`config.mk`:
```
export PLATFORM = sky130hd
export DESIGN_NAME = i2c_arbitro
export DESIGN_NICKNAME = d
export VERILOG_FILES = /design/src/rtl/i2c_arb_pkg.sv /design/src/rtl/i2c_scl_monitor.sv /design/src/rtl/i2c_arbitro.sv
export SDC_FILE = /design/constraint.sdc
export NUM_CORES = 1
export LEC_CHECK = 0
export CORE_MARGIN = 8
export CORE_UTILIZATION = 45
export DETAILED_ROUTE_END_ITERATION = 10
export PLACE_DENSITY = 0.73
export SYNTH_ARGS = -nofsm -noshare
export SYNTH_HDL_FRONTEND = slang
export SYNTH_SLANG_ARGS = --single-unit
```
`constraint.sdc`:
```
create_clock -name i_clk -period 3.82 [get_ports i_clk]
set_clock_uncertainty 0.1 [all_clocks]
set_input_delay 0.764 -clock i_clk [delete_from_list [all_inputs] [get_ports i_clk]]
set_output_delay 0.764 -clock i_clk [all_outputs]
set_load 0.02 [all_outputs]
```
`src/rtl/i2c_arb_pkg.sv`:
```
// Shared types and default widths for the two-port I2C arbiter.
package i2c_arb_pkg;

  localparam int I2C_ADDR_W = 7;
  localparam int I2C_DATA_W = 16;
  localparam int SCL_PULSES = 27;

  typedef enum logic [2:0] {
    ST_IDLE,
    ST_START,
    ST_BUSY,
    ST_DRAIN,
    ST_DONE
  } arb_state_t;

  // One queued transaction: target address, direction and write payload.
  typedef struct packed {
    logic [I2C_ADDR_W-1:0] addr;
    logic                  rnw;
    logic [I2C_DATA_W-1:0] wdata;
  } i2c_op_t;

endpackage

```
`src/rtl/i2c_scl_monitor.sv`:
```
// SCL rising-edge counter plus BUSY-phase timeout counter.
// Both counters saturate and are held at zero while i_clear is high.
module i2c_scl_monitor
  import i2c_arb_pkg::*;
#(
  parameter int PULSES  = SCL_PULSES,
  parameter int TIMEOUT = 1023
) (
  input  logic i_clk,
  input  logic i_reset,
  input  logic i_scl,
  input  logic i_clear,
  input  logic i_enable,
  output logic o_count_reached,
  output logic o_timeout_reached
);

  localparam int CNT_W = $clog2(PULSES + 1);
  localparam int TO_W  = $clog2(TIMEOUT + 1);

  logic             r_scl_q;
  logic [CNT_W-1:0] r_pulse_cnt;
  logic [TO_W-1:0]  r_to_cnt;
  logic             w_scl_rise;

  assign w_scl_rise        = i_scl & ~r_scl_q;
  assign o_count_reached   = (r_pulse_cnt == CNT_W'(PULSES));
  assign o_timeout_reached = (r_to_cnt == TO_W'(TIMEOUT));

  // Delay scl by one cycle for edge detection.
  always_ff @(posedge i_clk) begin
    if (i_reset) r_scl_q <= 1'b0;
    else         r_scl_q <= i_scl;
  end

  // Count SCL rising edges while enabled, stopping at the target.
  always_ff @(posedge i_clk) begin
    if (i_reset || i_clear)
      r_pulse_cnt <= '0;
    else if (i_enable && w_scl_rise && !o_count_reached)
      r_pulse_cnt <= r_pulse_cnt + 1'b1;
  end

  // Count enabled cycles, stopping at the timeout limit.
  always_ff @(posedge i_clk) begin
    if (i_reset || i_clear)
      r_to_cnt <= '0;
    else if (i_enable && !o_timeout_reached)
      r_to_cnt <= r_to_cnt + 1'b1;
  end

endmodule

```
`src/rtl/i2c_arbitro.sv`:
```
// Two-port round-robin arbiter and sequencer in front of i2c_generador.
//
//   state    | meaning
//   ---------+-----------------------------------------------------------
//   ST_IDLE  | waiting for a pending port; winner's operands latched on exit
//   ST_START | start_stb high for START_LEN cycles, SCL/timeout cleared
//   ST_BUSY  | counting SCL edges, watching the timeout
//   ST_DRAIN | STOP_WAIT cycles for the stop condition; rdata latched on exit
//   ST_DONE  | one-cycle done pulse to the owner, pending cleared
module i2c_arbitro
  import i2c_arb_pkg::*;
#(
  parameter int START_LEN = 5,
  parameter int STOP_WAIT = 8,
  parameter int TIMEOUT   = 1023
) (
  input  logic                  i_clk,
  input  logic                  i_reset,
  input  logic                  i_p0_req,
  input  logic [I2C_ADDR_W-1:0] i_p0_addr,
  input  logic                  i_p0_rnw,
  input  logic [I2C_DATA_W-1:0] i_p0_wdata,
  output logic                  o_p0_busy,
  output logic                  o_p0_done,
  output logic                  o_p0_err,
  output logic [I2C_DATA_W-1:0] o_p0_rdata,
  input  logic                  i_p1_req,
  input  logic [I2C_ADDR_W-1:0] i_p1_addr,
  input  logic                  i_p1_rnw,
  input  logic [I2C_DATA_W-1:0] i_p1_wdata,
  output logic                  o_p1_busy,
  output logic                  o_p1_done,
  output logic                  o_p1_err,
  output logic [I2C_DATA_W-1:0] o_p1_rdata,
  output logic [I2C_ADDR_W-1:0] o_i2c_addr1,
  output logic                  o_rnw,
  output logic [I2C_DATA_W-1:0] o_wr_data,
  output logic                  o_start_stb,
  input  logic [I2C_DATA_W-1:0] i_rd_data,
  input  logic                  i_scl
);

  localparam int PH_MAX = (START_LEN > STOP_WAIT) ? START_LEN : STOP_WAIT;
  localparam int PH_W   = $clog2(PH_MAX + 1);

  arb_state_t            r_state;
  arb_state_t            w_state_nxt;
  logic [1:0]            r_pending;
  logic                  r_last;
  logic                  r_owner;
  logic                  r_err;
  logic [PH_W-1:0]       r_phase_cnt;
  i2c_op_t               r_shadow [2];
  i2c_op_t               r_gen_op;
  logic [I2C_DATA_W-1:0] r_rdata [2];

  i2c_op_t               w_in_op [2];
  logic [1:0]            w_req;
  logic                  w_winner;
  logic                  w_ph_zero;
  logic                  w_scl_done;
  logic                  w_timeout;

  assign w_in_op[0] = {i_p0_addr, i_p0_rnw, i_p0_wdata};
  assign w_in_op[1] = {i_p1_addr, i_p1_rnw, i_p1_wdata};
  assign w_req      = {i_p1_req, i_p0_req};
  assign w_ph_zero  = (r_phase_cnt == '0);

  // On a tie the port that was not served last wins.
  assign w_winner = (&r_pending) ? ~r_last : r_pending[1];

  i2c_scl_monitor #(
    .PULSES  (SCL_PULSES),
    .TIMEOUT (TIMEOUT)
  ) u_scl_mon (
    .i_clk             (i_clk),
    .i_reset           (i_reset),
    .i_scl             (i_scl),
    .i_clear           (r_state == ST_START),
    .i_enable          (r_state == ST_BUSY),
    .o_count_reached   (w_scl_done),
    .o_timeout_reached (w_timeout)
  );

  // State register.
  always_ff @(posedge i_clk) begin
    if (i_reset) r_state <= ST_IDLE;
    else         r_state <= w_state_nxt;
  end

  // Next-state decode.
  always_comb begin
    w_state_nxt = r_state;
    case (r_state)
      ST_IDLE:  if (|r_pending) w_state_nxt = ST_START;
      ST_START: if (w_ph_zero)  w_state_nxt = ST_BUSY;
      ST_BUSY: begin
        if (w_scl_done)     w_state_nxt = ST_DRAIN;
        else if (w_timeout) w_state_nxt = ST_DONE;
      end
      ST_DRAIN: if (w_ph_zero) w_state_nxt = ST_DONE;
      ST_DONE:  w_state_nxt = ST_IDLE;
      default:  w_state_nxt = ST_IDLE;
    endcase
  end

  // Request acceptance, grant, phase timer and completion bookkeeping.
  always_ff @(posedge i_clk) begin
    if (i_reset) begin
      r_pending   <= '0;
      r_last      <= 1'b1;
      r_owner     <= 1'b0;
      r_err       <= 1'b0;
      r_phase_cnt <= '0;
      r_gen_op    <= '0;
      for (int i = 0; i < 2; i++) begin
        r_shadow[i] <= '0;
        r_rdata[i]  <= '0;
      end
    end else begin
      for (int i = 0; i < 2; i++) begin
        if (w_req[i] && !r_pending[i]) begin
          r_pending[i] <= 1'b1;
          r_shadow[i]  <= w_in_op[i];
        end
      end
      case (r_state)
        ST_IDLE: begin
          if (|r_pending) begin
            r_owner     <= w_winner;
            r_gen_op    <= r_shadow[w_winner];
            r_phase_cnt <= PH_W'(START_LEN - 1);
          end
        end
        ST_START: begin
          if (!w_ph_zero) r_phase_cnt <= r_phase_cnt - 1'b1;
        end
        ST_BUSY: begin
          if (w_scl_done)     r_phase_cnt <= PH_W'(STOP_WAIT - 1);
          else if (w_timeout) r_err       <= 1'b1;
        end
        ST_DRAIN: begin
          // Latch read data so it is already valid alongside the done pulse.
          if (!w_ph_zero)          r_phase_cnt      <= r_phase_cnt - 1'b1;
          else if (r_gen_op.rnw)   r_rdata[r_owner] <= i_rd_data;
        end
        ST_DONE: begin
          r_pending[r_owner] <= 1'b0;
          r_last             <= r_owner;
          r_err              <= 1'b0;
        end
        default: ;
      endcase
    end
  end

  assign o_p0_busy   = r_pending[0];
  assign o_p1_busy   = r_pending[1];
  assign o_p0_done   = (r_state == ST_DONE) && !r_owner;
  assign o_p1_done   = (r_state == ST_DONE) &&  r_owner;
  assign o_p0_err    = o_p0_done && r_err;
  assign o_p1_err    = o_p1_done && r_err;
  assign o_p0_rdata  = r_rdata[0];
  assign o_p1_rdata  = r_rdata[1];
  assign o_start_stb = (r_state == ST_START);
  assign o_i2c_addr1 = r_gen_op.addr;
  assign o_rnw       = r_gen_op.rnw;
  assign o_wr_data   = r_gen_op.wdata;

endmodule
```
Word level (Yosys, flattened, before mapping)
Memory sizes are Yosys's and may differ from the RTL's. A register that Yosys moved wholly into a read port is not among the register bits.
Index checks and enable logic that the tools add are counted.

storage, ports and cells
  RAM bits = 80
  bits in registers = 28
  bits in read-only memories = 0
  word-level logic and storage cells = 104
  bits in latches = 0
  input port bits = 69
  memories = 2

operators by class
  magnitude comparators = 2
  bitwise logic cells = 7
  muxes and demuxes = 39
  add/subtract/negate cells = 3
  equal/unequal tests = 14
  reductions and logical operators = 28
  multipliers = 0
  shifts and indexed selects = 0
  div/mod/pow operators = 0

memory list
  memory    depth  width  rd ports  clocked after Yosys merged registers in  wr ports  RTL line           text
  r_shadow  2      24     1         1                                        2         i2c_arbitro.sv:53  i2c_op_t r_shadow [2];
  r_rdata   2      16     2         0                                        2         i2c_arbitro.sv:55  logic [I2C_DATA_W-1:0] r_rdata [2];

operator list
  cell                                                                   count
  24-bit two-way mux                                                     2
  1-bit two-way mux                                                      23
  16-bit two-way mux                                                     1
  16-bit OR reduction                                                    1
  3-bit two-way mux                                                      5
  2-bit != test, second input constant                                   7
  4-bit two-way mux                                                      3
  3-bit case mux with 4 select lines                                     1
  4-bit case mux with 3 select lines                                     1
  10-bit by 1-bit adder with 10-bit output, second input constant        1
  10-bit equality test, second input constant                            1
  1-bit logical AND                                                      10
  4-bit AND reduction                                                    2
  3-bit by 2-bit equality test with 1-bit output, second input constant  2
  5-bit by 1-bit adder with 5-bit output, second input constant          1
  5-bit equality test, second input constant                             1
  1-bit logical NOT                                                      5
  4-bit logical NOT                                                      1
  2-bit AND reduction                                                    2
  2-bit OR reduction                                                     2
  4-bit by 1-bit subtractor with 4-bit output, second input constant     1
  3-bit by 1-bit equality test with 1-bit output, second input constant  1
  3-bit equality test, second input constant                             1
  3-bit logical NOT                                                      1
  other kinds (15)                                                       17

Depth between registers and ports, before layout
  depth in word-level cells = 7
  mapped depth = 7
  depth with buffers taken out = 6

By module
From an unflattened synthesis, not the netlist that was laid out.

unflattened totals
  cell total of the unflattened synthesis = 468
  area total of the unflattened synthesis = 5694.2 µm²

by module, submodules not included
  module           cells an instance  area each (µm²)  instances
  i2c_arbitro      369                4838.4           1
  i2c_scl_monitor  99                 855.8            1

Least setup slack after synthesis
OpenSTA, ideal clock, no wires.

  kind = input-to-reg
  start point = input i_reset
  end point = memory r_shadow[0][0] (netlist name) (enable)
  path buffers = 2
  setup time = 0.384 ns
  stages on the path = 3
  required time = 3.336 ns
  path slack = 1.465 ns
  data arrival time = 1.870 ns
  cells stage by stage = clkbuf_1 clkbuf_1 nand2b_1

RTL lines
  what                RTL line           text
  start: declaration  i2c_arbitro.sv:18  input logic i_reset,
  end: declaration    i2c_arbitro.sv:53

Worst setup path in the final report
  start point = register r_state[0]
  end point = output o_p1_err

on the way
  word-level cells in the longest chain between the ends = 3

RTL lines
  what                      RTL line            text
  start: declaration        i2c_arbitro.sv:46   arb_state_t r_state;
  start signal: assignment  i2c_arbitro.sv:88   else r_state <= w_state_nxt;
  3-bit equality test       i2c_arbitro.sv:160  assign o_p1_done = (r_state == ST_DONE) && r_owner;
  1-bit logical AND         i2c_arbitro.sv:160
  1-bit logical AND         i2c_arbitro.sv:162  assign o_p1_err = o_p1_done && r_err;
  end: declaration          i2c_arbitro.sv:33   output logic o_p1_err,

Every way passes these cells.

==> impl_metrics.env <==
export IMPL_status="completed"
export IMPL_cts_made_buffers=17
export IMPL_synth_distinct_cells=50
export IMPL_num_rows=40
export IMPL_timing_final_hold_violations=0
export IMPL_yosysWarnings=0
export IMPL_period_share_pct=79.5
export IMPL_wl_um=12300
export IMPL_gr_usage_all_layers_pct=15.7
export IMPL_p_switching_mw=1.29
export IMPL_reg2reg_slack_ps=1420
export IMPL_cellInternalPower_mw=3.16
export IMPL_nets=658
export IMPL_avgRoutedWirePerCell_um=16.5
export IMPL_cts_clk_slew_worst_paths_ps=60
export IMPL_ant_nets=0
export IMPL_utilization_pct=63.0
export IMPL_power_frac_seq_pct=40.9
export IMPL_yosys_area_share_simple_pct=19.9
export IMPL_combPwrFrac_pct=22.5
export IMPL_grt_pass1_wl_um=20100
export IMPL_synth_edf_count=80
export IMPL_synth_top_cell_area_share_pct=43.7
export IMPL_arrival_ps=2170
export IMPL_io_pins=132
export IMPL_crit_required_ps=2960
export IMPL_port_buffers=131
export IMPL_synthXorXnorAreaFrac_pct=1.27
export IMPL_cts_hold_buf=0
export IMPL_routed_via_count=3846
export IMPL_hp_class="reg2reg"
export IMPL_grt_pass1_vias=4118
export IMPL_dpl_cell_count=713
export IMPL_cts_resized=0
export IMPL_crit_path_end_kind="output port"
export IMPL_syn_avg_cell_area_um2=12.1
export IMPL_viasPerCell=5.16
export IMPL_postCtsSetupBuffers=0
export IMPL_crit_type="reg2out"
export IMPL_slew_violations=0
export IMPL_fmax_mhz=329
export IMPL_place_gp_congestion=0.912
export IMPL_synth_area_leaders="edfxtp_1 44%, dfxtp_1 19%, and2_1 9.6%, mux2i_1 4.7%, a211oi_1 3.6%"
export IMPL_synth_main_ff_cell="edfxtp_1"
export IMPL_grt_overflow=0
export IMPL_dr_pass1_iters=4
export IMPL_diodes=0
export IMPL_dp_slack_ps=1210
export IMPL_die_w_um=127
export IMPL_tightest_slew_ps=1110
export IMPL_yosysTopAreaCell="edfxtp_1"
export IMPL_synth_top_family_by_area="simple AND/OR/NAND/NOR gates"
export IMPL_dpl_hpwl_um=8530
export IMPL_final_cells=745
export IMPL_detail_route_iter0_violations=233
export IMPL_p_leak_nw=2.79
export IMPL_clk_path_buf_depth=2
export IMPL_syn_nets=528
export IMPL_power_density_nw_per_um2=590
export IMPL_start_kind="flip-flop"
export IMPL_synth_async_sr_flop_share_pct=0
export IMPL_peakVddDrop_v=0.000345
export IMPL_max_cap_violations=0
export IMPL_insertion_delay_ps=410
export IMPL_swShare_pct=29.0
export IMPL_power_share_clock_pct=36.6
export IMPL_syn_cell_area_um2=5500
export IMPL_synth_compound_area_share_pct=8.04
export IMPL_clockRootBuffer="clkbuf_16"
export IMPL_rsz0062_at_grt="false"
export IMPL_syn_to_final_growth_pct=37.2
export IMPL_fin_hold_ws_ps=400
export IMPL_core_area_um2=12000
export IMPL_yosysSeqAreaShare_pct=62.6
export IMPL_setup_tns_ps=0
export IMPL_cts_tree="done"
export IMPL_cts_sinks=132
export IMPL_die_y_um=127
export IMPL_layout_drive_gt1_share_pct=8.70
export IMPL_antenna_found_initial=0
export IMPL_setup_ws_ps=781
export IMPL_finalSetupViolCount=0
export IMPL_drc=0
export IMPL_crit_path_max_fanout=15
export IMPL_syn_inst=455
export IMPL_start_util_pct=46.0
export IMPL_fill_cells=912
export IMPL_htree_levels=4
export IMPL_period_minus_slack_ps=3040
export IMPL_maxSlewHeadroom_pct=25.5
export IMPL_yosys_register_bits=132
export IMPL_grt_max_degree=52
export IMPL_die_area_um2=16000
export IMPL_synthAdderAreaFrac_pct=0.911
export IMPL_synthMuxAreaShare_pct=4.73
-- stage by stage --
step,total power [mW],cell area [um2]
final,4.45,7540
after global routing,4.66,7540
after CTS,4.49,7540
after detailed placement,2.85,6940
after global placement,2.83,6940
after floorplan,2.44,5500
-- worst max-delay path, cell delays in order, from the launching register on --
cell and delay [ps]:
dfxtp_1 460, nor2_1 200, nand2_1 110, nor2_1 240
and2_1 160, clkdlybuf4s50_1 600
-- layout make-up --
| class | count | area (um2) | share of cell area [%] |
|---|---|---|---|
| flip-flops and latches | 132 | 3440 | 45.7 |
| multi-input cells | 291 | 1940 | 25.7 |
| repair buffers | 137 | 1350 | 17.9 |
| clock buffers | 20 | 457 | 6.06 |
| well taps | 147 | 184 | 2.44 |
| clock inverters | 12 | 145 | 1.92 |
| inverters | 6 | 22.5 | 0.299 |
-- layout by cell type (no fill, tap or decap), drive strengths merged, types with 5 or more instances in the layout --
cell           instances
mux2i                 26
nor2                  52
buf                    6
inv                   10
o21ai                  5
dfxtp                 52
clkbuf                21
a21oi                 10
a211oi                26
nand2b                 5
edfxtp                80
and2                  84
nand2                  9
nand4                  5
nor3                   5
clkdlybuf4s50        130
o31ai                  5
xor2                   6
-- layer usage --
layer	GRT usage [%]	routed length [um]
met5	0	0
met4	6.44	92
met3	5.32	797
met2	26.5	5970
met1	18.0	5430
-- state kept, by name (all words and copies together) (netlist names) --
name                   cells
r_state                    3
r_pending                  2
r_err                      1
u_scl_mon.r_pulse_cnt      5
u_scl_mon.r_scl_q          1
r_phase_cnt                4
o_i2c_addr1                7
o_rnw                      1
r_owner                    1
r_shadow                  48
r_last                     1
u_scl_mon.r_to_cnt        10
r_rdata                   32
o_wr_data                 16
-- cells in the mapped netlist (all sizes together) (6+ instances only) --
cell type and number:
mux2i 26, edfxtp 80, a21oi 10, buf 9, xor2 6, a211oi 26, nor2 52, nand2 9
inv 6, clkbuf 17, and2 84, dfxtp 52
-- power groups by stage --
| stage | Clock [mW] | Sequential, mW | Combinational [mW] |
|---|---|---|---|
| 2_1_floorplan | 0 | 1.93 | 0.510 |
| 3_3_place_gp | 0 | 1.84 | 0.981 |
| 3_5_place_dp | 0 | 1.85 | 1.00 |
| 4_1_cts | 1.66 | 1.82 | 1.01 |
| 5_1_grt | 1.72 | 1.85 | 1.10 |
| 6_report | 1.63 | 1.82 | 1.00 |
-- path summary, 6_finish.rpt --
path / startpoint / end / depth (start not counted)
worst max-delay path: r_state[0] / o_p1_err / 5
worst min-delay path: o_wr_data[12] / o_wr_data[12] / 2
worst max register to register: r_phase_cnt[0] / r_rdata[1][4] / 7
worst min register to register: o_wr_data[12] / o_wr_data[12] / 2
-- cells by family (layout without fill, tap and decap cells) --
kind of cell,after synthesis,in the layout
buffers and inverters,32,175
xor gates and xnor gates,8,8
adders and majority gates,4,4
DFF,132,132
AOI/OAI and AO/OA,61,61
muxes,26,26
and+or+nand+nor,192,192
Power figures use the tool's default switching activity.
